[config.mk]
export PLATFORM = sky130hd
export DESIGN_NAME = byte_inc_sched
export DESIGN_NICKNAME = d
export VERILOG_FILES = /design/src/rtl/byte_inc_sched.sv
export SDC_FILE = /design/constraint.sdc
export NUM_CORES = 1
export LEC_CHECK = 0
export CAP_MARGIN = 10
export CORE_AREA = 4 4 99 101
export DETAILED_ROUTE_END_ITERATION = 7
export DIE_AREA = 0 0 103 105
export PLACE_DENSITY = 0.65
export SYNTH_ARGS = -nofsm -noshare
export SYNTH_HDL_FRONTEND = slang
export SYNTH_SLANG_ARGS = --single-unit
[constraint.sdc]
create_clock -name clk_i -period 3.1 [get_ports clk_i]
set_input_delay 0.62 -clock clk_i [delete_from_list [all_inputs] [get_ports clk_i]]
set_output_delay 0.62 -clock clk_i [all_outputs]
set_load 0.02 [all_outputs]
[src/rtl/byte_inc_sched.sv]
// Round-robin job scheduler in front of the byte_inc engine.
// One job in flight; completion reported with requester id and timeout flag.
module byte_inc_sched #(
  parameter int NUM_REQ       = 4,
  parameter int ADDR_WIDTH    = 10,
  parameter int ID_WIDTH      = $clog2(NUM_REQ),
  parameter int START_TIMEOUT = 4,
  parameter int DONE_TIMEOUT  = 16384,
  parameter int CNT_WIDTH     = $clog2(DONE_TIMEOUT+1)
) (
  input  logic                          clk_i,
  input  logic                          srst_i,
  input  logic [NUM_REQ-1:0]            req_valid_i,
  output logic [NUM_REQ-1:0]            req_ready_o,
  input  logic [NUM_REQ*ADDR_WIDTH-1:0] req_base_addr_i,
  input  logic [NUM_REQ*ADDR_WIDTH-1:0] req_length_i,
  output logic                          eng_run_o,
  output logic [ADDR_WIDTH-1:0]         eng_base_addr_o,
  output logic [ADDR_WIDTH-1:0]         eng_length_o,
  input  logic                          eng_waitrequest_i,
  output logic                          busy_o,
  output logic                          done_o,
  output logic [ID_WIDTH-1:0]           done_id_o,
  output logic                          done_err_o
);

  typedef enum logic [1:0] {
    S_IDLE,
    S_ISSUE,
    S_WAIT_ACK,
    S_WAIT_DONE
  } state_t;

  state_t                r_state;
  state_t                w_state_nxt;
  logic [ID_WIDTH-1:0]   r_ptr;
  logic [ID_WIDTH-1:0]   r_id;
  logic [ADDR_WIDTH-1:0] r_base;
  logic [ADDR_WIDTH-1:0] r_len;
  logic [CNT_WIDTH-1:0]  r_wd;
  logic [CNT_WIDTH-1:0]  w_wd_nxt;
  logic                  r_done;
  logic                  r_err;
  logic [ID_WIDTH-1:0]   r_done_id;
  logic                  w_done_nxt;
  logic                  w_err_nxt;
  logic [ID_WIDTH-1:0]   w_done_id_nxt;
  logic                  w_found;
  logic [ID_WIDTH-1:0]   w_win;
  logic [ADDR_WIDTH-1:0] w_sel_base;
  logic [ADDR_WIDTH-1:0] w_sel_len;
  logic                  w_accept;

  // Search starts one past the last winner, so the last winner ranks lowest.
  always_comb begin
    w_found = 1'b0;
    w_win   = '0;
    for (int i = 1; i <= NUM_REQ; i++) begin
      logic [ID_WIDTH-1:0] c;
      c = ID_WIDTH'((int'(r_ptr) + i) % NUM_REQ);
      if (!w_found && req_valid_i[c]) begin
        w_found = 1'b1;
        w_win   = c;
      end
    end
  end

  assign w_sel_base = req_base_addr_i[w_win*ADDR_WIDTH +: ADDR_WIDTH];
  assign w_sel_len  = req_length_i[w_win*ADDR_WIDTH +: ADDR_WIDTH];
  assign w_accept   = (r_state == S_IDLE) && w_found;

  always_comb begin
    req_ready_o = '0;
    if (w_accept && !srst_i)
      req_ready_o[w_win] = 1'b1;
  end

  always_comb begin
    w_state_nxt   = r_state;
    w_wd_nxt      = r_wd;
    w_done_nxt    = 1'b0;
    w_err_nxt     = 1'b0;
    w_done_id_nxt = r_id;
    eng_run_o     = 1'b0;
    unique case (r_state)
      S_IDLE: begin
        w_done_id_nxt = w_win;
        if (w_found) begin
          if (w_sel_len == '0) w_done_nxt  = 1'b1;
          else                 w_state_nxt = S_ISSUE;
        end
      end
      S_ISSUE: begin
        if (!eng_waitrequest_i) begin
          eng_run_o   = 1'b1;
          w_wd_nxt    = '0;
          w_state_nxt = S_WAIT_ACK;
        end
      end
      S_WAIT_ACK: begin
        if (eng_waitrequest_i) begin
          w_wd_nxt    = '0;
          w_state_nxt = S_WAIT_DONE;
        end else if (r_wd == CNT_WIDTH'(START_TIMEOUT-1)) begin
          w_done_nxt  = 1'b1;
          w_err_nxt   = 1'b1;
          w_state_nxt = S_IDLE;
        end else begin
          w_wd_nxt = r_wd + 1'b1;
        end
      end
      S_WAIT_DONE: begin
        if (!eng_waitrequest_i) begin
          w_done_nxt  = 1'b1;
          w_state_nxt = S_IDLE;
        end else if (r_wd == CNT_WIDTH'(DONE_TIMEOUT-1)) begin
          w_done_nxt  = 1'b1;
          w_err_nxt   = 1'b1;
          w_state_nxt = S_IDLE;
        end else begin
          w_wd_nxt = r_wd + 1'b1;
        end
      end
      default: w_state_nxt = S_IDLE;
    endcase
  end

  always_ff @(posedge clk_i or posedge srst_i) begin
    if (srst_i) begin
      r_state   <= S_IDLE;
      r_ptr     <= ID_WIDTH'(NUM_REQ-1);
      r_id      <= '0;
      r_base    <= '0;
      r_len     <= '0;
      r_wd      <= '0;
      r_done    <= 1'b0;
      r_err     <= 1'b0;
      r_done_id <= '0;
    end else begin
      r_state   <= w_state_nxt;
      r_wd      <= w_wd_nxt;
      r_done    <= w_done_nxt;
      r_err     <= w_err_nxt;
      r_done_id <= w_done_nxt ? w_done_id_nxt : '0;
      if (w_accept) begin
        r_id   <= w_win;
        r_ptr  <= w_win;
        r_base <= w_sel_base;
        r_len  <= w_sel_len;
      end
    end
  end

  assign eng_base_addr_o = eng_run_o ? r_base : '0;
  assign eng_length_o    = eng_run_o ? r_len : '0;
  assign busy_o          = (r_state != S_IDLE);
  assign done_o          = r_done;
  assign done_id_o       = r_done_id;
  assign done_err_o      = r_err;

endmodule
; After elaboration in Yosys (flattened, before gate mapping)
; Cells that the tools add are included.
[classes]
add_sub_neg = 5
n_mul = 1
order_cmp = 6
eq_ne = 13
shift = 2
mux = 48
reduce_logical = 16
[ops]
columns = cell, n
row1 = variable part select 40 x 7 -> 10 bit, 2
row2 = two-way mux 15 bit, 5
row3 = case mux 15 bit (3 select lines), 1
row4 = two-way mux 2 bit, 13
row5 = two-way mux 10 bit, 2
row6 = two-way mux 1 bit, 18
row7 = "adder 15 x 1 -> 15 bit, second input constant", 1
row8 = "equality test 15 x 14 -> 1 bit, second input constant", 1
row9 = "equality test 15 x 2 -> 1 bit, second input constant", 1
row10 = "< comparator 2 x 3 -> 1 bit, second input constant", 5
row11 = logical NOT 10 bit, 1
row12 = "!= test 2 bit, second input constant", 5
row13 = AND reduction 5 bit, 2
row14 = "!= test 3 bit, second input constant", 3
row15 = binary-select mux 1 bit (select 2 bit), 4
row16 = case mux 2 bit (4 select lines), 1
row17 = logical AND 1 bit, 6
row18 = "multiplier 2 x 3 -> 5 bit, second input constant", 1
row19 = "adder 2 x 1 -> 2 bit, second input constant", 2
row20 = "adder 2 bit, second input constant", 2
row21 = "equality test 2 bit, second input constant", 2
row22 = logical NOT 1 bit, 4
row23 = two-way mux 4 bit, 1
row24 = case mux 1 bit (3 select lines), 1
row25 = 7 further kinds, 7
[word_totals]
ff_bits = 45
inputBits = 87
output_inout_bits = 30
wordCells = 100

; Depth between registers and ports, before layout
[logic_depth]
ltp_word = 20
mapped_depth = 11
mapped_depth_nobuf = 8

; Worst setup path after synthesis
; No wires, ideal clock.
[synth_path]
path_type = input to output
start = in req_valid_i[0]
end = out req_ready_o[2]
arrival_time_ns = 2.406
t_required_ns = 2.480
slack_ns = 0.074
stages = 6
n_path_buf = 2
path_cell_list = o211a_1 nor2_1 nand2_1 clkbuf_1 clkbuf_1 nor4_1
[synth_between]
elab_chain_len = 17
word_cells_on_any_way = 30
cone_classes = 2 x order compare / 19 x mux / 9 x reduce/logical
[synth_rtl]
columns = element, line_no
row1 = from (decl), 13  ; input logic [NUM_REQ-1:0] req_valid_i,
row2 = binary-select mux 1 bit (select 2 bit), 61  ; if (!w_found && req_valid_i[c]) begin
row3 = two-way mux 1 bit (implied by the code), 61
row4 = two-way mux 1 bit, 61
row5 = logical NOT 1 bit, 61
row6 = logical AND 1 bit, 61
row7 = two-way mux 1 bit, 61
row8 = logical NOT 1 bit, 61
row9 = logical AND 1 bit, 61
row10 = two-way mux 1 bit, 61
row11 = logical NOT 1 bit, 61
row12 = logical AND 1 bit, 61
row13 = two-way mux 2 bit, 61
row14 = < comparator 2 x 3 -> 1 bit (implied by the code) / >= comparator 2 x 1 -> 1 bit (equally long branches), 75  ; req_ready_o[w_win] = 1'b1;
row15 = logical AND 1 bit (implied by the code), 75
row16 = two-way mux 1 bit (implied by the code), 75
row17 = demux 1 bit (select 2 bit), 75
row18 = two-way mux 4 bit (*), 74  ; if (w_accept && !srst_i)
row19 = to (decl), 14  ; output logic [NUM_REQ-1:0] req_ready_o,
; Mark *: on every way between the ends. The rest lies on a longest branch, timed or not. The select of a mux whose other input is x is not followed.

; Final worst setup path
[layout_path]
start = in req_valid_i[0]
end = out req_ready_o[0]
; The elaborated chain is that of the path after synthesis.

==> impl_metrics.ini <==
[yosys]
synth_top_family_by_area = simple AND/OR/NAND/NOR gates
synth_ff_type = dfrtp_1
yosys-top-cells-area = dfrtp_1 (35%), nand2_1 (15%), nand3_1 (7.6%)
synthDistinctLibCells = 55
yosys.area_share.adder_pct = 0.4054
synth_simple_gate_area_share_pct = 37.05
synth_xor_xnor_area_share_pct = 0
synth_top_area_share_pct = 34.86
synth_warnings = 0
synth.ff_latch_count = 45
syn_area_mm2 = 0.003087
synth_cells = 415
syn_area_per_cell_um2 = 7.438
mappedNetlistNets = 503
synth_edf_count = 0
async_flop_share_pct = 100.0
muxShareOfSynthArea_pct = 0.6891
synth_seq_area_share_pct = 36.56
yosys.area.top_type = dfrtp_1
synth_compound_area_share_pct = 20.35

[timing]
slew_violations = 0
finalSetupViolations = 0
rsz0062_at_grt = false
skew_ns = 0.004270
relSlewSlack_pct = 61.00
tightest_slew_ns = 0.5851
max_freq_mhz = 331.4
whs_ns = 0.4729
fin_ws_ns = 0.08287
period_minus_slack_ns = 3.017
finalHoldViolCount = 0
post-route-period-util_pct = 97.33

[placement]
routabilityCongestion = 0.8639
hpwl_mm = 7.756
port_buffers = 116
post-place-ws_ns = -0.3096
dpl_cell_area_mm2 = 0.004471
dp.cells = 642

[finish]
fillers = 894
layout_commonest_cell = nand2_1
instances_no_fill = 650
final_area_mm2 = 0.004559
drive_gt1_share_pct = 10.02
fin_nets = 626
diodes = 0
syn2layout_area_growth_pct = 47.71
multiInputGateArea_mm2 = 0.001824
seqCellArea_mm2 = 0.001129
final_cell_mix = nand2_1 (123), clkdlybuf4s50_1 (112), nand3_1 (47), dfrtp_1 (43), buf_4 (27)

[clocking]
cts-root-buf = clkbuf_8
clk_path_buf_depth = 2
htree_levels = 2
cts_hold_buf = 0
cts.sinks = 45
cts_buffers = 5
cts_tree = yes
clk_pin_slew_ns = 0.10
clk_latency_ns = 0.30

[global_routing]
grt_util_all_layers_pct = 18.68
grt_max_degree = 46
antenna_found_initial = 0
use_met2_pct = 30.52
top_usage_layer = met2
overflow = 0
use_met3_pct = 3.271
grt_pass1_wl_mm = 16.56
grt_pass1_vias = 3486
met1_usage_pct = 25.24

[die]
die_y_um = 105
die_area_mm2 = 0.01082
core_mm2 = 0.009021
die_w_um = 103
io-pin-count = 117
rows = 35
initial_core_util_pct = 34.22

[route]
drt_iter0_markers = 187
wire_per_inst_um = 15.38
dr.pass1.iters = 4
drc = 0
dr_total_vias = 3465
via_per_inst = 5.331
totalWireLength_mm = 9.996
ant_nets = 0

[outcome]
status = complete, no violations

[setup_path]
critical_path.max_fanout = 9
critical_path_arrival_ns = 2.40
crit_path_start_kind = input pin
cp-end-kind = primary output
critPathRequiredTime_ns = 2.48
critPathKind = in2out

[power]
p_leak_nw = 1.980
ir_drop_mv = 0.2491
p_per_area_mw_per_mm2 = 720.0
power_w = 0.003283

[flow_run]
max-cap-violations = 0

[hold_path]
hp-class = reg2reg
==> what timing repair did <==
item                                    CTS  global route
buffers inserted                          0             0
gates resized for setup                   6             9
endpoints found under the setup margin    4             3
cloned                                    0             0
endpoints found under the hold margin     0             0
pin swaps                                 0             0
==> Yosys cell counts, types with 2 or more instances <==
| library cell | count |
|---|---|
| nor4_1 | 10 |
| nor3_1 | 5 |
| a21oi_1 | 16 |
| nand3_1 | 47 |
| or2_2 | 2 |
| a22oi_1 | 6 |
| nand4_1 | 2 |
| a32oi_1 | 6 |
| a31oi_1 | 9 |
| inv_1 | 6 |
| a21boi_0 | 3 |
| o21ai_0 | 18 |
| o22ai_1 | 2 |
| a32o_1 | 2 |
| nor2b_1 | 3 |
| dfrtp_1 | 43 |
| nor2_1 | 12 |
| o21a_1 | 7 |
| dfstp_2 | 2 |
| a311oi_1 | 5 |
| nand2b_1 | 2 |
| buf_6 | 3 |
| and2_1 | 25 |
| o41ai_1 | 2 |
| nand2_1 | 124 |
| and3_1 | 2 |
| buf_2 | 5 |
| a22o_1 | 2 |
| clkbuf_1 | 18 |
==> cell families after synthesis <==
logic type      after synthesis
simple gates                244
compound gates               90
flops                        45
buf+inv                      33
mux                           2
fa+ha+maj                     1
==> sequential cells by signal, summed over array words and instances (netlist names) <==
signal and count:
r_wd 15, r_base 10, r_len 10, done_id_o 2
r_id 2, r_ptr 2, r_state 2, done_err_o 1
done_o 1
==> area by class of cell <==
cell class              count  share of cell area (%)
flip-flops and latches     45                   24.75
clock buffers               5                   1.509
clock inverters             3                  0.6312
repair buffers            143                   29.56
multi-input cells         337                   40.01
well taps                 111                   3.046
inverters                   6                  0.4940
==> where the power goes <==
group          internal (W)  switching (W)  leakage, nW
registers          0.000792       0.000135        0.576
logic              0.000815        0.00114         1.35
clock network      0.000171       0.000232       0.0511
total               0.00178        0.00151         1.98
==> through the flow <==
stage | setup TNS [ns] | utilization (%)
after floorplan | 0 | -
after global placement | -1.487 | 49.56
after detailed placement | -1.877 | 49.56
after CTS | 0 | 50.67
after global routing | 0 | 50.54
final | 0 | 50.54
==> worst max-delay path, cell delays in order <==
cell             delay, ns
clkdlybuf4s50_1       0.53
o211a_1               0.28
or2_1                 0.27
nor2_4                0.27
nor4_1                0.10
dlygate4sd2_1         0.33
==> metal layers <==
metal / part of all wire, % / routed length (um)
met1: 44 / 4393
met2: 49 / 4857
met3: 5.5 / 545
met4: 2.0 / 200
met5: 0 / 0
==> final timing paths <==
kind | cells past startpoint | startpoint | to | slack (ns)
worst max register to register | 8 | r_ptr[1]$_DFFE_PP1P_ | done_id_o[0]$_DFF_PP0_ | 0.49
worst min-delay path | 2 | r_len[7]$_DFFE_PP0P_ | r_len[7]$_DFFE_PP0P_ | 0.47
worst max-delay path | 6 | req_valid_i[0] | req_ready_o[0] | 0.08
min in group asynchronous | 3 | srst_i | r_base[7]$_DFFE_PP0P_ | 0.88
worst min register to register | 2 | r_len[7]$_DFFE_PP0P_ | r_len[7]$_DFFE_PP0P_ | 0.47
max in group asynchronous | 3 | srst_i | r_len[3]$_DFFE_PP0P_ | 1.83
Note: power is estimated with default switching activity, not from simulation.
